$ cat config.mk
export PLATFORM = sky130hd
export DESIGN_NAME = mtx_seq
export DESIGN_NICKNAME = d
export VERILOG_FILES = /design/src/rtl/mtx_seq.sv
export SDC_FILE = /design/constraint.sdc
export NUM_CORES = 2
export LEC_CHECK = 0
export BUFFER_PORTS_ARGS = -buffer_cell sky130_fd_sc_hd__buf_2
export CAP_MARGIN = 20
export CORE_ASPECT_RATIO = 0.7
export CORE_MARGIN = 8
export CORE_UTILIZATION = 43
export DETAILED_ROUTE_END_ITERATION = 10
export SLEW_MARGIN = 40
export SYNTH_ARGS = -nofsm -noshare
export SYNTH_HDL_FRONTEND = slang
export SYNTH_SLANG_ARGS = --single-unit
$ cat constraint.sdc
create_clock -name clk -period 13 [get_ports clk]
set_input_delay 1.3 -clock clk [delete_from_list [all_inputs] [get_ports clk]]
set_output_delay 1.3 -clock clk [all_outputs]
set_load 0.03 [all_outputs]
$ cat src/rtl/mtx_seq.sv
// mtx_seq: issue stage for the matrix unit. Replays a small VLIW program for
// a programmable number of passes, pairing load words with buffered operand vectors.
module mtx_seq #(
    parameter int unsigned OP_W       = 5,
    parameter int unsigned DATA_W     = 512,
    parameter int unsigned PROG_DEPTH = 32,
    parameter int unsigned FIFO_DEPTH = 4,
    parameter int unsigned OP_LD_LO   = 1,
    parameter int unsigned OP_LD_HI   = 3
) (
    input  logic                          clk,
    input  logic                          rst_n,
    input  logic                          prog_we,
    input  logic [$clog2(PROG_DEPTH)-1:0] prog_addr,
    input  logic [4*OP_W-1:0]             prog_wdata,
    input  logic [$clog2(PROG_DEPTH)-1:0] end_addr,
    input  logic [7:0]                    loop_cnt,
    input  logic                          start,
    input  logic                          abort,
    input  logic                          flush,
    input  logic                          in_valid,
    output logic                          in_ready,
    input  logic [DATA_W-1:0]             in_data,
    output logic [4*OP_W-1:0]             vliw_inst,
    output logic                          inst_valid,
    output logic [DATA_W-1:0]             unit_in,
    output logic                          busy,
    output logic                          done,
    output logic                          prog_err,
    output logic [15:0]                   stall_cnt
);
    localparam int unsigned AW  = $clog2(PROG_DEPTH);
    localparam int unsigned IW  = 4 * OP_W;
    localparam int unsigned FAW = $clog2(FIFO_DEPTH);
    localparam int unsigned CW  = FAW + 1;

    localparam logic [OP_W-1:0] LD_LO     = OP_W'(OP_LD_LO);
    localparam logic [OP_W-1:0] LD_HI     = OP_W'(OP_LD_HI);
    localparam logic [CW-1:0]   FIFO_FULL = CW'(FIFO_DEPTH);

    localparam logic [1:0] IDLE = 2'd0;
    localparam logic [1:0] RUN  = 2'd1;
    localparam logic [1:0] DONE = 2'd2;

    logic [1:0]        state_q, state_d;
    logic [AW-1:0]     pc_q, pc_d, end_q, end_d;
    logic [7:0]        iter_q, iter_d, loop_q, loop_d;
    logic [IW-1:0]     vliw_q, vliw_d;
    logic              valid_q, valid_d;
    logic [DATA_W-1:0] unit_q, unit_d;
    logic              done_q, done_d;
    logic [15:0]       stall_q, stall_d;
    logic              perr_q, perr_d;

    logic [IW-1:0]     mem [PROG_DEPTH];
    logic [IW-1:0]     word;
    logic              need;

    logic [DATA_W-1:0] fifo_mem [FIFO_DEPTH];
    logic [FAW-1:0]    rd_ptr_q, wr_ptr_q;
    logic [CW-1:0]     cnt_q;
    logic              fifo_empty, fifo_full, push, pop;

    // Program memory: writes only land while idle.
    always_ff @(posedge clk) begin
        if (prog_we && state_q == IDLE) begin
            mem[prog_addr] <= prog_wdata;
        end
    end

    assign word = mem[pc_q];

    always_comb begin
        need = 1'b0;
        for (int i = 0; i < 4; i++) begin
            if (word[i*OP_W +: OP_W] >= LD_LO && word[i*OP_W +: OP_W] <= LD_HI) begin
                need = 1'b1;
            end
        end
    end

    assign fifo_empty = (cnt_q == '0);
    assign fifo_full  = (cnt_q == FIFO_FULL);
    assign in_ready   = rst_n & ~fifo_full;
    assign push       = in_valid & in_ready & ~flush;

    always_ff @(posedge clk) begin
        if (push) begin
            fifo_mem[wr_ptr_q] <= in_data;
        end
    end

    always_ff @(posedge clk or negedge rst_n) begin
        if (!rst_n) begin
            rd_ptr_q <= '0;
            wr_ptr_q <= '0;
            cnt_q    <= '0;
        end else if (flush) begin
            rd_ptr_q <= '0;
            wr_ptr_q <= '0;
            cnt_q    <= '0;
        end else begin
            if (push) wr_ptr_q <= wr_ptr_q + FAW'(1);
            if (pop)  rd_ptr_q <= rd_ptr_q + FAW'(1);
            cnt_q <= cnt_q + {{FAW{1'b0}}, push} - {{FAW{1'b0}}, pop};
        end
    end

    always_comb begin
        state_d = state_q;
        pc_d    = pc_q;
        iter_d  = iter_q;
        end_d   = end_q;
        loop_d  = loop_q;
        vliw_d  = '0;
        valid_d = 1'b0;
        unit_d  = unit_q;
        done_d  = 1'b0;
        stall_d = stall_q;
        perr_d  = perr_q;
        pop     = 1'b0;
        if (prog_we && state_q != IDLE) perr_d = 1'b1;
        case (state_q)
            IDLE: begin
                if (start) begin
                    state_d = RUN;
                    pc_d    = '0;
                    iter_d  = '0;
                    end_d   = end_addr;
                    loop_d  = loop_cnt;
                    stall_d = '0;
                    perr_d  = 1'b0;
                end
            end
            RUN: begin
                if (abort) begin
                    state_d = IDLE;
                end else if (need && fifo_empty) begin
                    if (stall_q != 16'hFFFF) stall_d = stall_q + 16'd1;
                end else begin
                    vliw_d  = word;
                    valid_d = 1'b1;
                    // All load slots of one word share a single popped vector.
                    if (need) begin
                        unit_d = fifo_mem[rd_ptr_q];
                        pop    = 1'b1;
                    end
                    if (pc_q == end_q) begin
                        if (iter_q == loop_q) begin
                            state_d = DONE;
                        end else begin
                            pc_d   = '0;
                            iter_d = iter_q + 8'd1;
                        end
                    end else begin
                        pc_d = pc_q + AW'(1);
                    end
                end
            end
            DONE: begin
                state_d = IDLE;
                done_d  = ~abort;
            end
            default: state_d = IDLE;
        endcase
    end

    always_ff @(posedge clk or negedge rst_n) begin
        if (!rst_n) begin
            state_q <= IDLE;
            pc_q    <= '0;
            iter_q  <= '0;
            end_q   <= '0;
            loop_q  <= '0;
            vliw_q  <= '0;
            valid_q <= 1'b0;
            unit_q  <= '0;
            done_q  <= 1'b0;
            stall_q <= '0;
            perr_q  <= 1'b0;
        end else begin
            state_q <= state_d;
            pc_q    <= pc_d;
            iter_q  <= iter_d;
            end_q   <= end_d;
            loop_q  <= loop_d;
            vliw_q  <= vliw_d;
            valid_q <= valid_d;
            unit_q  <= unit_d;
            done_q  <= done_d;
            stall_q <= stall_d;
            perr_q  <= perr_d;
        end
    end

    assign vliw_inst  = vliw_q;
    assign inst_valid = valid_q;
    assign unit_in    = unit_q;
    assign done       = done_q;
    assign stall_cnt  = stall_q;
    assign prog_err   = perr_q;
    assign busy       = (state_q != IDLE);

endmodule

== Yosys cells after proc, flatten, opt, wreduce, memory -nomap -nowiden ==
Memory sizes are Yosys's and may differ from the RTL's. A register that Yosys moved wholly into a read port is not among the register bits.
Index checks and enable logic that the tools add are counted.

* Memories: 2
* Input bits: 557
* Logic and storage cells: 124
* RAM bits: 2688
* Register bits: 74
* Output and inout bits: 553

* Bitwise logic cells: 7
* Add/sub/neg operators: 7
* Order comparisons: 8
* Reduce and logical (&&, ||, !) cells: 20
* Mux-type cells: 50
* Equality and inequality tests: 17

{| class="wikitable"
|+ Memory list
! memory !! depth !! width !! rd ports !! clocked after memory_dff !! write ports !! line !! source
|-
| fifo_mem || 4 || 512 || 1 || 1 || 1 || 59 || <nowiki>logic [DATA_W-1:0] fifo_mem [FIFO_DEPTH];</nowiki>
|-
| mem || 32 || 20 || 1 || 0 || 1 || 55 || <nowiki>logic [IW-1:0] mem [PROG_DEPTH];</nowiki>
|}

{| class="wikitable"
|+ Operators by type and width
! cell !! number
|-
| $mux W16 || 4
|-
| $mux W20 || 3
|-
| $mux W8 || 5
|-
| $pmux W16 S2 || 1
|-
| $mux W5 || 5
|-
| $ge A5 B1 Y1 const B || 4
|-
| $le A5 B2 Y1 const B || 4
|-
| $mux W1 || 19
|-
| $mux W2 || 9
|-
| $add A16 B1 Y16 const B || 1
|-
| $ne A16 B16 Y1 const B || 1
|-
| $pmux W8 S2 || 1
|-
| $ne A2 B2 Y1 const B || 7
|-
| $ne A3 B3 Y1 const B || 4
|-
| $pmux W5 S2 || 1
|-
| $reduce_and A5 Y1 || 2
|-
| $add A8 B1 Y8 const B || 1
|-
| $eq A8 B8 Y1 || 1
|-
| $reduce_and A4 Y1 || 2
|-
| $reduce_bool A2 Y1 || 4
|-
| $logic_and A1 B1 Y1 || 7
|-
| $reduce_and A6 Y1 || 1
|-
| $add A5 B1 Y5 const B || 1
|-
| $eq A5 B5 Y1 || 1
|-
| other kinds (14) || 20
|}

== Longest topological paths before layout ==
An unclocked memory read counts as a cell.

* Depth after elaboration: 13
* Gate-level depth with buffers: 24
* Depth with buffers taken out: 17

== Worst setup path after synthesis ==
Ideal clock, no wire load.

* Kind: input -> register
* Start point: in rst_n
* End point: mem fifo_mem[0][0], enable pin
* Buffers on the path: 0
* Path slack: -2.111 ns
* Arrival time: 14.167 ns
* Stages: 4
* Cells stage by stage: a21boi_0 > nand2_1 > nor2_1 > and2_1

* Longest elaborated chain between the ends: 5

{| class="wikitable"
|+ Ends and longest elaborated chain
! element !! line !! source
|-
| from (decl) || 12 || <nowiki>input logic rst_n,</nowiki>
|-
| $and A1 B1 Y1 || 84 || <nowiki>assign in_ready = rst_n & ~fifo_full;</nowiki>
|-
| $and A1 B1 Y1 (2 in a row) || 85 || <nowiki>assign push = in_valid & in_ready & ~flush;</nowiki>
|-
| $mux W1 || 88 || <nowiki>if (push) begin</nowiki>
|-
| $mux W1 (implied by the code) || 89 || <nowiki>fifo_mem[wr_ptr_q] <= in_data;</nowiki>
|-
| to (decl) || 59 ||
|}

Every way passes these cells.

== Worst setup path in the final report ==
* Start point: reg pc_q[1]
* End point: reg unit_q[313], in the netlist unit_in[313], read port of fifo_mem

* Longest elaborated chain between the ends: 10
* Elaborated cells on any way between the ends: 20

{| class="wikitable"
|+ Ends and longest elaborated chain
! element !! line !! source
|-
| from (decl) || 46 || <nowiki>logic [AW-1:0] pc_q, pc_d, end_q, end_d;</nowiki>
|-
| from (signal assigned) || 183 || <nowiki>pc_q <= pc_d;</nowiki>
|-
| $mem_v2 Z32 W20 * || n/a ||
|-
| $ge A5 B1 Y1 or $le A5 B2 Y1 (tied branches) || 76 || <nowiki>if (word[i*OP_W +: OP_W] >= LD_LO && word[i*OP_W +: OP_W] <= LD_HI) begin</nowiki>
|-
| $logic_and A1 B1 Y1 || 76 ||
|-
| $mux W1 (3 in a row) || 76 ||
|-
| $mux W1 * || 76 ||
|-
| $logic_and A1 B1 Y1 || 138 || <nowiki>end else if (need && fifo_empty) begin</nowiki>
|-
| $not A1 Y1 (no line) || n/a ||
|-
| $reduce_and A4 Y1 (no line) * || n/a ||
|-
| to (decl) || 50 || <nowiki>logic [DATA_W-1:0] unit_q, unit_d;</nowiki>
|}

Every way passes the cells marked *; elsewhere a longest branch is shown, timed or not.
A chain may end at the register's enable or synchronous reset.

==> results.cfg <==
[place]
port_buffers = 1109
placedInstanceArea_um2 = 133000
gp_congestion = 0.779
place_hpwl_um = 199000

[yosys]
synth_top_area_share_pct = 66.2
synth-seq-area-share_pct = 78.2
synth-edff-count = 2688
synth_area_um2 = 122000
yosysUniqueCellTypes = 55
yosys_warnings = 0
ys_ff_latch = 3274
syn-instance-count = 5346
synth-async-reset-ratio_pct = 17.9
synthFlopType = edfxtp_1
synth_area_leaders = edfxtp_1 (66%), dfrtp_1 (12%), mux4_2 (11%)
syn_nets = 5913
synth_top_area_cell = edfxtp_1
syn_avg_cell_area_um2 = 22.8

[floorplan]
die_area_um2 = 301000
chipHeight_um = 462
die_x_um = 653
io_pins = 1110
coreArea_um2 = 282000
start_util_pct = 43.3
rows = 163

[worst_setup_path]
ff2ff_path_depth = 17
startpoint_type = flip-flop
worstPathRequired_ns = 13.72
path_class = reg2reg
crit_arrival_ns = 7.72
cp-end-kind = flip-flop
worst-path-max-fanout = 77

[clocking]
h-tree-depth = 5
postCtsSetupBuffers = 0
cts.sinks = 3274
clk_latency_ns = 0.86
cts_tree = built
cts_resized = 0
postCtsHoldBufs = 0
clockBufferDepth = 4
cts_buffers = 317
path_clk_slew_ns = 0.07
cts-root-buf = clkbuf_16

[route]
ant_nets = 0
viasPerCell = 5.45
firstDrtPassIters = 5
vias = 58900
drtIter0Drc = 5357
wl_per_cell_um = 28.9
totalWireLength_um = 312000
drc_errors = 0

[global_route]
grt-ovfl-total = 0
grt_max_degree = 122
grt_use_total_pct = 20.0
grt_pass1_wl_um = 440000
antenna_found_initial = 187
grt_pass1_vias = 59700

[layout]
design_area_um2 = 144000
final_util_pct = 50.9
fin_nets = 7231
layout-drive-gt1-share_pct = 41.8
fillers = 22300
syn2layout_area_growth_pct = 17.7

[power]
powerDensity_nw_per_um2 = 190
ir_worst_vdd_v = 0.000143
p_leak_nw = 51.4

[sta]
drv_slew = 0
relSlewSlack_pct = 36.7
fmax_mhz = 143
fin_crit_sh_pct = 53.9
finalSetupViolations = 0
finClkSkew_ns = 0.0597
finalCriticalPeriod_ns = 7.00
finalHoldViolCount = 0
grt_setup_unrepaired = no
setup_tns_ns = 0
max_slew.worst_pin.slew_ns = 0.950

[run_status]
status = complete, no violations

[min_path]
hold_path_class = in2async

[run]
maxCapViolCount = 0
[worst paths after layout]
kind                                   start      endpoint  slack [ns]
worst max register to register       pc_q[1]  unit_in[313]        6.00
worst min register to register  unit_in[225]  unit_in[225]        0.50
min in group clk                unit_in[225]  unit_in[225]        0.50
max in group asynchronous              rst_n  unit_in[167]        9.95
worst max-delay path                 pc_q[1]  unit_in[313]        6.00
worst min-delay path                   rst_n  unit_in[384]        0.41
[synth_stat cells (all sizes together) (7+ instances only)]
cell type and count:
dfrtp 586, a22oi 76, and2 29, nand2 74
a21oi 35, xnor2 14, mux2i 175, mux4 596
mux2 527, and3 17, clkbuf 143, o21a 11
nand4 13, nand3 50, nor3 10, buf 110
nand2b 14, o211ai 7, nor2 68, ha 9
inv 14, a31oi 17, edfxtp 2688
[worst max-delay path, cell delays in order, from the launching register on]
cell	delay [ns]
dfrtp_4	0.83
buf_6	0.61
buf_12	0.39
buf_16	0.41
mux2i_1	0.17
a22oi_1	0.22
nand2_1	0.13
a32o_1	0.23
nor3_1	0.38
nor3_1	0.12
a21o_1	0.27
o211ai_4	0.46
buf_8	0.23
buf_12	0.29
buf_16	0.44
buf_12	0.37
buf_16	0.46
mux2_4	0.35
[cell type report]
type | count | area, um^2 | area share [%]
clock inverters | 140 | 1350 | 0.938
diodes | 86 | 215 | 0.150
clock buffers | 437 | 8800 | 6.12
inverters | 14 | 52.6 | 0.0366
multi-input cells | 1805 | 25500 | 17.7
well taps | 3795 | 4750 | 3.31
flip-flops and latches | 3274 | 95400 | 66.4
repair buffers | 1252 | 7600 | 5.29
[per-layer routing]
metal  track usage, %  wire [um]  vias up
met5                0        563        -
met4             7.57      11400       90
met3             6.58      29800      610
met2             30.0     142000     2254
met1             27.4     128000    31200
li1                 -          -    24700
[power breakdown]
group	internal (mW)	switching (mW)	total, mW
registers	12.3	0.552	12.8
logic	2.02	3.45	5.47
clock network	5.18	3.88	9.06
total	19.5	7.88	27.4
[state kept, by name (all words and copies together), names as in the netlist]
register	flops
mem	640
end_q	5
state_q	2
iter_q	8
prog_err	1
stall_cnt	16
fifo_mem	2048
rd_ptr_q	2
wr_ptr_q	2
done	1
cnt_q	3
loop_q	8
inst_valid	1
vliw_inst	20
unit_in	512
pc_q	5
[cell usage in the layout (no fill, tap or decap), types with 10 or more instances in the layout]
cell | Yosys | layout
nor2_2 | 0 | 21
nor2_1 | 68 | 33
and2_1 | 27 | 22
clkbuf_1 | 143 | 90
buf_4 | 12 | 65
diode_2 | 0 | 86
xnor2_1 | 14 | 14
clkinv_2 | 0 | 54
and3_1 | 17 | 17
mux2_2 | 227 | 227
clkbuf_8 | 0 | 20
nand3_1 | 50 | 50
a22oi_1 | 76 | 76
mux4_2 | 596 | 596
buf_6 | 34 | 21
buf_16 | 0 | 26
clkbuf_16 | 0 | 327
clkinvlp_4 | 0 | 11
inv_1 | 13 | 12
nand4_1 | 13 | 13
bufinv_16 | 0 | 21
a21oi_1 | 34 | 33
mux2i_1 | 175 | 174
nand2b_1 | 14 | 14
dfrtp_1 | 586 | 581
nor3_1 | 10 | 10
o21a_1 | 11 | 11
nor2_4 | 0 | 14
clkinv_1 | 0 | 37
buf_12 | 0 | 27
a31oi_1 | 17 | 17
mux2_4 | 300 | 300
buf_2 | 54 | 1108
edfxtp_1 | 2688 | 2688
nand2_1 | 74 | 74
[stage by stage]
stage | instances | setup slack, ns | power, mW | hold WS (ns)
2_1_floorplan | 5346 | -2.11 | 16.5 | 0.443
3_3_place_gp | 10100 | 5.68 | 18.5 | 0.472
3_5_place_dp | 10100 | 6.20 | 18.5 | 0.488
4_1_cts | 10700 | 6.13 | 27.6 | 0.338
5_1_grt | 10800 | 5.75 | 28.3 | 0.369
6_report | 10800 | 6.00 | 27.4 | 0.409
[kinds of logic (layout without fill, tap and decap cells)]
family          Yosys count  after routing  share of synthesized area [%]
compound gates          176            176                           1.02
xor+xnor                 17             17                          0.122
fa+ha+maj                10             10                          0.109
buf+inv                 267           1843                           1.12
flops                  3274           3274                           78.2
mux                    1298           1298                           18.2
other cells               0             86                              0
simple gates            304            304                           1.23
No activity file was read; power rests on OpenSTA's default activity.
